===== src/rtl/state_dump_unit.sv =====
// ---------------------------------------------------------------------------
// state_dump_unit
//
// Streams the final architectural state of the single-cycle CPU out over a
// valid/ready handshake. On a start request the unit walks every
// general-purpose register through a spare register-file read port. It then
// walks the first MEM_WORDS data-memory words through a data-memory read
// port. Each word is presented with a tag and an index.
//
// Optional feature (compile-time macro DUMP_CHECKSUM_EN):
//   When defined, one extra word follows the last memory word.
//   That word has tag 2'b10 and idx 0. Its data is the modulo-2^DATA_W sum
//   of every word emitted before it.
//   When undefined, no accumulator exists and the dump ends with the last
//   memory word.
//
// Ports:
//   clk_i        in   1       clock, rising edge
//   rst_i        in   1       asynchronous active-high reset
//   start_i      in   1       dump request, honoured only when idle
//   busy_o       out  1       dump in progress
//   done_o       out  1       one-cycle pulse after the final word's transfer
//   rf_addr_o    out  5       register-file read address
//   rf_data_i    in   DATA_W  register-file read data (combinational)
//   dm_addr_o    out  32      data-memory byte address (4 x word index)
//   dm_data_i    in   DATA_W  data-memory read data (combinational)
//   out_valid_o  out  1       output word valid
//   out_ready_i  in   1       consumer ready
//   out_data_o   out  DATA_W  output word
//   out_tag_o    out  2       00 register, 01 memory, 10 checksum
//   out_idx_o    out  5       register / memory word index (0 for checksum)
// ---------------------------------------------------------------------------
module state_dump_unit #(
   parameter int REG_NUM   = 32,
   parameter int MEM_WORDS = 32,
   parameter int DATA_W    = 32
) (
   input  logic              clk_i,
   input  logic              rst_i,
   input  logic              start_i,
   output logic              busy_o,
   output logic              done_o,
   output logic [4:0]        rf_addr_o,
   input  logic [DATA_W-1:0] rf_data_i,
   output logic [31:0]       dm_addr_o,
   input  logic [DATA_W-1:0] dm_data_i,
   output logic              out_valid_o,
   input  logic              out_ready_i,
   output logic [DATA_W-1:0] out_data_o,
   output logic [1:0]        out_tag_o,
   output logic [4:0]        out_idx_o
);

   // The index counter serves both phases, so it is sized for the larger one.
   // It is never narrower than the 5-bit index ports.
   localparam int MAX_N = (REG_NUM > MEM_WORDS) ? REG_NUM : MEM_WORDS;
   localparam int IDX_W = ($clog2(MAX_N) > 5) ? $clog2(MAX_N) : 5;

   localparam logic [IDX_W-1:0] IDX_ZERO = {IDX_W{1'b0}};
   localparam logic [IDX_W-1:0] IDX_ONE  = {{(IDX_W-1){1'b0}}, 1'b1};
   localparam logic [IDX_W-1:0] REG_LAST = IDX_W'(REG_NUM - 1);
   localparam logic [IDX_W-1:0] MEM_LAST = IDX_W'(MEM_WORDS - 1);

   localparam logic [1:0] TAG_REG = 2'b00;
   localparam logic [1:0] TAG_MEM = 2'b01;
`ifdef DUMP_CHECKSUM_EN
   localparam logic [1:0] TAG_SUM = 2'b10;
`endif

   typedef enum logic [2:0] {
      ST_IDLE  = 3'd0,
      ST_REG   = 3'd1,
      ST_MEM   = 3'd2,
      ST_FLUSH = 3'd3,
      ST_DONE  = 3'd4
`ifdef DUMP_CHECKSUM_EN
      ,
      ST_SUM   = 3'd5
`endif
   } state_t;

   state_t             state_q, state_d;
   logic [IDX_W-1:0]   idx_q, idx_d;
   logic               busy_q, busy_d;
   logic               done_q, done_d;
   logic               out_valid_q, out_valid_d;
   logic [DATA_W-1:0]  out_data_q, out_data_d;
   logic [1:0]         out_tag_q, out_tag_d;
   logic [4:0]         out_idx_q, out_idx_d;
`ifdef DUMP_CHECKSUM_EN
   logic [DATA_W-1:0]  acc_q, acc_d;
`endif

   logic handshake_s;
   logic slot_free_s;

   // A word leaves on valid && ready. The output register can take a new word
   // when it is empty, or when its current word leaves at this same edge.
   // Loading in that second case is what gives one word per cycle with no
   // bubbles.
   assign handshake_s = out_valid_q & out_ready_i;
   assign slot_free_s = ~out_valid_q | out_ready_i;

   // Read addresses are decoded straight from the registered state and index.
   // The combinational read data is therefore valid in the cycle the word is
   // captured.
   always_comb begin
      rf_addr_o = 5'd0;
      dm_addr_o = 32'd0;
      if (state_q == ST_REG) begin
         rf_addr_o = 5'(idx_q);
         dm_addr_o = 32'd0;
      end else if (state_q == ST_MEM) begin
         rf_addr_o = 5'd0;
         dm_addr_o = 32'(idx_q) << 2;
      end else begin
         rf_addr_o = 5'd0;
         dm_addr_o = 32'd0;
      end
   end

   // Next-state, index, output-slot and status logic for the dump walk.
   always_comb begin
      state_d     = state_q;
      idx_d       = idx_q;
      out_data_d  = out_data_q;
      out_tag_d   = out_tag_q;
      out_idx_d   = out_idx_q;
`ifdef DUMP_CHECKSUM_EN
      acc_d       = acc_q;
`endif
      // A transferred word empties the slot unless a new word is loaded below.
      if (handshake_s) begin
         out_valid_d = 1'b0;
      end else begin
         out_valid_d = out_valid_q;
      end

      case (state_q)
         ST_IDLE: begin
            if (start_i) begin
               state_d = ST_REG;
               idx_d   = IDX_ZERO;
`ifdef DUMP_CHECKSUM_EN
               acc_d   = {DATA_W{1'b0}};
`endif
            end else begin
               state_d = ST_IDLE;
            end
         end

         ST_REG: begin
            if (slot_free_s) begin
               out_valid_d = 1'b1;
               out_data_d  = rf_data_i;
               out_tag_d   = TAG_REG;
               out_idx_d   = 5'(idx_q);
`ifdef DUMP_CHECKSUM_EN
               acc_d       = acc_q + rf_data_i;
`endif
               if (idx_q == REG_LAST) begin
                  state_d = ST_MEM;
                  idx_d   = IDX_ZERO;
               end else begin
                  idx_d   = idx_q + IDX_ONE;
               end
            end else begin
               state_d = ST_REG;
            end
         end

         ST_MEM: begin
            if (slot_free_s) begin
               out_valid_d = 1'b1;
               out_data_d  = dm_data_i;
               out_tag_d   = TAG_MEM;
               out_idx_d   = 5'(idx_q);
`ifdef DUMP_CHECKSUM_EN
               acc_d       = acc_q + dm_data_i;
`endif
               if (idx_q == MEM_LAST) begin
                  idx_d   = IDX_ZERO;
`ifdef DUMP_CHECKSUM_EN
                  state_d = ST_SUM;
`else
                  state_d = ST_FLUSH;
`endif
               end else begin
                  idx_d   = idx_q + IDX_ONE;
               end
            end else begin
               state_d = ST_MEM;
            end
         end

`ifdef DUMP_CHECKSUM_EN
         ST_SUM: begin
            // acc_q already holds every register and memory word at this point.
            if (slot_free_s) begin
               out_valid_d = 1'b1;
               out_data_d  = acc_q;
               out_tag_d   = TAG_SUM;
               out_idx_d   = 5'd0;
               state_d     = ST_FLUSH;
            end else begin
               state_d     = ST_SUM;
            end
         end
`endif

         ST_FLUSH: begin
            // The final word is in the slot. Finish once it has been taken.
            if (handshake_s) begin
               state_d = ST_DONE;
            end else begin
               state_d = ST_FLUSH;
            end
         end

         ST_DONE: begin
            state_d = ST_IDLE;
         end

         default: begin
            state_d     = ST_IDLE;
            idx_d       = IDX_ZERO;
            out_valid_d = 1'b0;
         end
      endcase

      // The status flags are registered copies of the decoded next state.
      // They therefore line up exactly with the state register.
      case (state_d)
         ST_REG, ST_MEM, ST_FLUSH: busy_d = 1'b1;
`ifdef DUMP_CHECKSUM_EN
         ST_SUM:                   busy_d = 1'b1;
`endif
         default:                  busy_d = 1'b0;
      endcase
      if (state_d == ST_DONE) begin
         done_d = 1'b1;
      end else begin
         done_d = 1'b0;
      end
   end

   // State, index, output slot and status registers. Reset aborts any dump.
   always_ff @(posedge clk_i or posedge rst_i) begin
      if (rst_i) begin
         state_q     <= ST_IDLE;
         idx_q       <= IDX_ZERO;
         busy_q      <= 1'b0;
         done_q      <= 1'b0;
         out_valid_q <= 1'b0;
         out_data_q  <= {DATA_W{1'b0}};
         out_tag_q   <= 2'b00;
         out_idx_q   <= 5'd0;
      end else begin
         state_q     <= state_d;
         idx_q       <= idx_d;
         busy_q      <= busy_d;
         done_q      <= done_d;
         out_valid_q <= out_valid_d;
         out_data_q  <= out_data_d;
         out_tag_q   <= out_tag_d;
         out_idx_q   <= out_idx_d;
      end
   end

`ifdef DUMP_CHECKSUM_EN
   // Running sum of the emitted words, used for the trailing checksum word.
   always_ff @(posedge clk_i or posedge rst_i) begin
      if (rst_i) begin
         acc_q <= {DATA_W{1'b0}};
      end else begin
         acc_q <= acc_d;
      end
   end
`endif

   assign busy_o      = busy_q;
   assign done_o      = done_q;
   assign out_valid_o = out_valid_q;
   assign out_data_o  = out_data_q;
   assign out_tag_o   = out_tag_q;
   assign out_idx_o   = out_idx_q;

endmodule


===== config.mk =====
export PLATFORM = sky130hd
export DESIGN_NAME = state_dump_unit
export DESIGN_NICKNAME = d
export VERILOG_FILES = /design/src/rtl/state_dump_unit.sv
export SDC_FILE = /design/constraint.sdc
export NUM_CORES = 1
export LEC_CHECK = 0
export CAP_MARGIN = 20
export CORE_MARGIN = 8
export CORE_UTILIZATION = 38
export DETAILED_ROUTE_END_ITERATION = 7
export PLACE_DENSITY = 0.8
export SETUP_SLACK_MARGIN = 0.1
export SLEW_MARGIN = 20
export SYNTH_ARGS = -nofsm -noshare
export SYNTH_HDL_FRONTEND = slang
export SYNTH_SLANG_ARGS = --single-unit

===== constraint.sdc =====
create_clock -name clk_i -period 2.35 [get_ports clk_i]
set_clock_uncertainty 0.05 [all_clocks]
set_input_delay 0.235 -clock clk_i [delete_from_list [all_inputs] [get_ports clk_i]]
set_output_delay 0.235 -clock clk_i [all_outputs]
set_load 0.005 [all_outputs]

## After elaboration in Yosys (flattened, before gate mapping)

Index checks and enable logic that the tools add are counted.

| cells by class | value |
|---|---|
| add/subtract/negate cells | 1 |
| equality and inequality tests | 13 |
| mux-type cells | 25 |
| bitwise operators | 4 |
| reductions and logical operators | 9 |

Operators with widths:

| cell | number |
|---|---|
| 2-to-1 mux 32 bit | 2 |
| one-hot mux 32 bit (2 select lines) | 1 |
| 2-to-1 mux 5 bit | 4 |
| 2-to-1 mux 3 bit | 5 |
| one-hot mux 5 bit (3 select lines) | 1 |
| 2-to-1 mux 7 bit | 2 |
| equality test 3 x 2 -> 1 bit, second input constant | 4 |
| one-hot mux 3 bit (4 select lines) | 1 |
| equality test 3 x 1 -> 1 bit, second input constant | 2 |
| equality test 3 bit, second input constant | 2 |
| != test 2 bit, second input constant | 3 |
| AND reduction 3 bit | 2 |
| OR reduction 3 bit | 2 |
| adder 5 x 1 -> 5 bit, second input constant | 1 |
| equality test 5 bit, second input constant | 1 |
| 2-to-1 mux 1 bit | 5 |
| 2-to-1 mux 2 bit | 2 |
| one-hot mux 2 bit (2 select lines) | 1 |
| OR reduction 2 bit | 2 |
| logical NOT 3 bit | 1 |
| != test 2 x 1 -> 1 bit, second input constant | 1 |
| inverter 1 bit | 2 |
| one-hot mux 1 bit (2 select lines) | 1 |
| AND reduction 2 bit | 1 |
| other kinds (3) | 3 |

| word-level totals | value |
|---|---|
| register bits after elaboration | 50 |
| word-level logic and storage cells | 60 |

## Logic depth before layout (Yosys ltp)

| logic depth | value |
|---|---|
| depth after elaboration | 7 |
| gate-level depth with buffers | 6 |
| mapped depth without buffers | 6 |

## Worst setup path after synthesis

Ideal clock, no wire load.

| timing | value |
|---|---|
| path kind | register to register |
| from | register idx_q[0] |
| to | register busy_q (netlist: busy_o) |
| library setup time | 0.127 ns |
| arrival time | 1.503 ns |
| required time | 2.173 ns |
| path slack | 0.669 ns |
| cell stages (with the launch flop) | 7 |
| clock period less this slack | 1.681 ns |
| cell sequence | dfrtp_1 > ha_1 > and3_1 > ha_1 > a21oi_1 > a211oi_1 > or2_2 |

| on the way | value |
|---|---|
| word-level cells in the longest chain between the ends | 7 |

RTL lines:

| item | RTL line | text |
|---|---|---|
| start, declared | 83 | `logic [IDX_W-1:0] idx_q, idx_d;` |
| start signal, assigned | 260 | `idx_q <= idx_d;` |
| equality test 5 bit * | 161, 181 |  |
| 2-to-1 mux 3 bit (on tied branches) | 181, 161 |  |
| 2-to-1 mux 3 bit (on tied branches) | 173, 153 |  |
| one-hot mux 3 bit (4 select lines) * | 139 | `case (state_q)` |
| net state_d[1] | 82 | `state_t state_q, state_d;` |
| equality test 3 x 1 -> 1 bit / equality test 3 x 2 -> 1 bit (equally long branches) | 233 | `case (state_d)` |
| OR reduction 3 bit * | 233 |  |
| 2-to-1 mux 1 bit * | 233 |  |
| net busy_d | 84 | `logic busy_q, busy_d;` |
| end signal, assigned | 261 | `busy_q <= busy_d;` |
| end, declared | 84 |  |

The timed path passes the listed nets; every way through them passes the cells marked *.
A chain may end at the register's enable or synchronous reset.

## Final worst setup path

| timing | value |
|---|---|
| from | register state_q[2] |
| to | output rf_addr_o[0] |

| on the way | value |
|---|---|
| word-level cells in the longest chain between the ends | 2 |

RTL lines:

| item | RTL line | text |
|---|---|---|
| start, declared | 82 |  |
| start signal, assigned | 259 | `state_q <= state_d;` |
| equality test 3 x 1 -> 1 bit | 110 | `if (state_q == ST_REG) begin` |
| 2-to-1 mux 5 bit | 110 |  |
| end, declared | 43 | `output logic [4:0] rf_addr_o,` |

Every way passes these cells.

==> flow_metrics.env <==
export IMPL_critPathTopFamily="buffers and inverters"
export IMPL_grt_pass1_vias=2199
export IMPL_crit_type="reg -> out"
export IMPL_n_fill_cell=594
export IMPL_synth_area_leaders="dfrtp_1 (48%), mux2i_1 (12%), buf_4 (10%)"
export IMPL_die_w_um=98.3
export IMPL_synth_flop_cell="dfrtp_1"
export IMPL_holdWs_ps=243
export IMPL_synth_area_um2=2570
export IMPL_io_buffers=118
export IMPL_design_die_area_um2=9660
export IMPL_maxCapViolations=0
export IMPL_drt_iter0_markers=30
export IMPL_hpwl_um=5770
export IMPL_h_tree_depth=2
export IMPL_avgRoutedWirePerCell_um=15.6
export IMPL_rows=30
export IMPL_ys_warn_count=0
export IMPL_async_reset_ff_share_pct=100
export IMPL_slew_headroom_pct=66.3
export IMPL_io_pins=147
export IMPL_antenna_cells=0
export IMPL_grt_total_usage_pct=14.1
export IMPL_seqCellArea_um2=1230
export IMPL_setup_viol=0
export IMPL_layout_drive_gt1_share_pct=8.49
export IMPL_path_max_fanout=7
export IMPL_layout_min_cycle_time_ps=2180
export IMPL_syn_area_per_cell_um2=10.2
export IMPL_synth_most_common_cell="dfrtp_1"
export IMPL_nets=446
export IMPL_clockRootBuffer="clkbuf_8"
export IMPL_multiInputGateArea_um2=1160
export IMPL_start_util_pct=38.5
export IMPL_cts_buffers_inserted=5
export IMPL_max_stage_delay_ps=510
export IMPL_hold_class="in -> async"
export IMPL_arrival_ps=1890
export IMPL_yosys_area_top_type="dfrtp_1"
export IMPL_cp_slowest_cell="clkdlybuf4s50_1"
export IMPL_synth_common_cells="dfrtp_1 (49), buf_4 (35), a21oi_1 (34)"
export IMPL_ys_seq_elements=49
export IMPL_grt_pass1_wl_um=11100
export IMPL_total_power_w=0.00352
export IMPL_p_switching_w=0.00113
export IMPL_peakVddDrop_mv=0.490
export IMPL_yosysUniqueCellTypes=36
export IMPL_cellPowerDensity_nw_per_um2=905
export IMPL_path_cells="nor3b_1, buf_4, and2_1, clkdlybuf4s50_1"
export IMPL_syn_inst=252
export IMPL_setup_tns_final_ps=0
export IMPL_tightest_slew_ps=502
export IMPL_start_kind="flop"
export IMPL_drc=0
export IMPL_core_area_um2=6680
export IMPL_synth_edf_count=0
export IMPL_p_sw_share_pct=32.2
export IMPL_critical_path_buf_inv_count=2
export IMPL_drv_slew=0
export IMPL_p_leak_nw=1.57
export IMPL_p_int_w=0.00238
export IMPL_totalWireLength_um=7140
export IMPL_outcome="completed"
export IMPL_min_period_over_period_pct=92.7
export IMPL_synth_yosys_seq_area_share_pct=47.6
export IMPL_rsz0062_at_grt="no"
export IMPL_viasPerCell=4.74
export IMPL_clkPwrFrac_pct=13.8
export IMPL_drt_pass1_iterations=5
export IMPL_cts_tree="built"
export IMPL_insertion_delay_ps=290
export IMPL_crit_required_ps=2070
export IMPL_place_gp_congestion=0.843
export IMPL_clk_pin_slew_ps=90
export IMPL_hold_violations=0
export IMPL_antenna_found_initial=0
export IMPL_vias=2164
export IMPL_grt_max_degree=37
export IMPL_placed_cell_area_um2=3740
export IMPL_cts_hold_buf=0
export IMPL_cts_sinks=49
export IMPL_pwr_share_seq_pct=40.4
export IMPL_die_h_um=98.3
export IMPL_clock_fmax_mhz=459
export IMPL_cts_path_max_buffers=2
export IMPL_final_area_um2=3890
export IMPL_area_growth_pct=51.0
export IMPL_end_kind="output pin"
export IMPL_postRouteAntennaNets=0
export IMPL_grt_overflow=0
export IMPL_p_comb_share_pct=45.8
export IMPL_yosysTopAreaCellShare_pct=47.6
[logic make-up (layout without fill, tap and decap cells)]
| group | Yosys count | count (layout) | share of synthesized area [%] |
|---|---|---|---|
| simple gates | 70 | 70 | 14.0 |
| compound gates | 49 | 49 | 10.7 |
| flops | 49 | 49 | 47.6 |
| buf+inv | 43 | 141 | 11.6 |
| mux | 37 | 37 | 14.6 |
| fa+ha+maj | 2 | 2 | 0.972 |
| other cells | 1 | 28 | 0.146 |
| xor+xnor | 1 | 1 | 0.340 |
[placed cells by master, fill, tap and decap left out, drive strengths merged, types with 5 or more instances in the layout]
master,synthesis,layout
buf,41,14
conb,1,28
nand2,5,5
clkdlybuf4s50,0,118
o21ai,5,5
and2,10,10
nand3,6,6
mux2i,32,32
nor3b,6,6
a21oi,34,34
nor2,33,33
dfrtp,49,49
clkbuf,1,5
mux2,5,5
[worst register-to-register path, delay by kind of cell, from the launching register on]
kind | cells | cell delay (ps)
flops | 1 | 480
xor+xnor | 1 | 200
buf+inv | 2 | 550
compound gates | 1 | 130
simple gates | 2 | 510
[power groups by stage]
stage,Clock (W),Combinational [W],Sequential (W)
after floorplan,0,0.000633,0.00143
after detailed placement,0,0.00160,0.00145
final,0.000485,0.00161,0.00142
after global routing,0.000542,0.00176,0.00148
after CTS,0.000504,0.00161,0.00143
after global placement,0,0.00156,0.00143
[through the flow]
step / utilization, % / setup slack (ps) / std cells
final: 58.2 / 171 / 457
after global routing: 58.2 / 70.7 / 457
after CTS: 57.3 / 129 / 451
after detailed placement: 56.0 / 305 / 443
after global placement: 56.0 / 386 / 443
after floorplan: - / 669 / 279
[layer usage]
layer | up-vias | routed length [um] | GRT usage (%)
met5 | - | 0 | 0
met1 | 1025 | 2850 | 15.2
met3 | 2 | 484 | 4.62
met2 | 75 | 3770 | 26.3
met4 | 0 | 27 | 2.48
li1 | 1062 | - | -
[final timing paths]
path,slack (ps),end,depth (start not counted),startpoint
worst max-delay path,170,rf_addr_o[0],4,state_q[2]
worst min-delay path,240,out_data_o[2],2,rst_i
worst max register to register,360,out_data_o[22],6,state_q[0]
worst min register to register,460,out_idx_o[0],1,out_idx_o[0]
max in group asynchronous,1480,state_q[0],3,rst_i
min in group clk_i,460,out_idx_o[0],1,out_idx_o[0]
[flip-flops by register name, indices dropped and copies added, names as in the netlist]
register / flops
state_q: 3
out_data_o: 32
busy_o: 1
out_idx_o: 5
idx_q: 5
out_valid_o: 1
out_tag_o: 1
done_o: 1
[timing repair]
| item | CTS | global route |
|---|---|---|
| endpoints found under the hold margin | 0 | 0 |
| resized for setup | 1 | 1 |
| gates cloned | 0 | 0 |
| setup endpoints to repair | 5 | 6 |
| setup buffers | 0 | 6 |
| pin swaps | 1 | 1 |
[cell type report]
cell class                      count  area share (%)
Timing Repair Buffer              132            33.7
Sequential cell                    49            31.6
Multi-Input combinational cell    187            29.7
Tap cell                           80            2.58
Clock buffer                        5            1.77
Clock inverter                      3           0.451
Inverter                            1          0.0966
(Power assumes the default switching activity.)
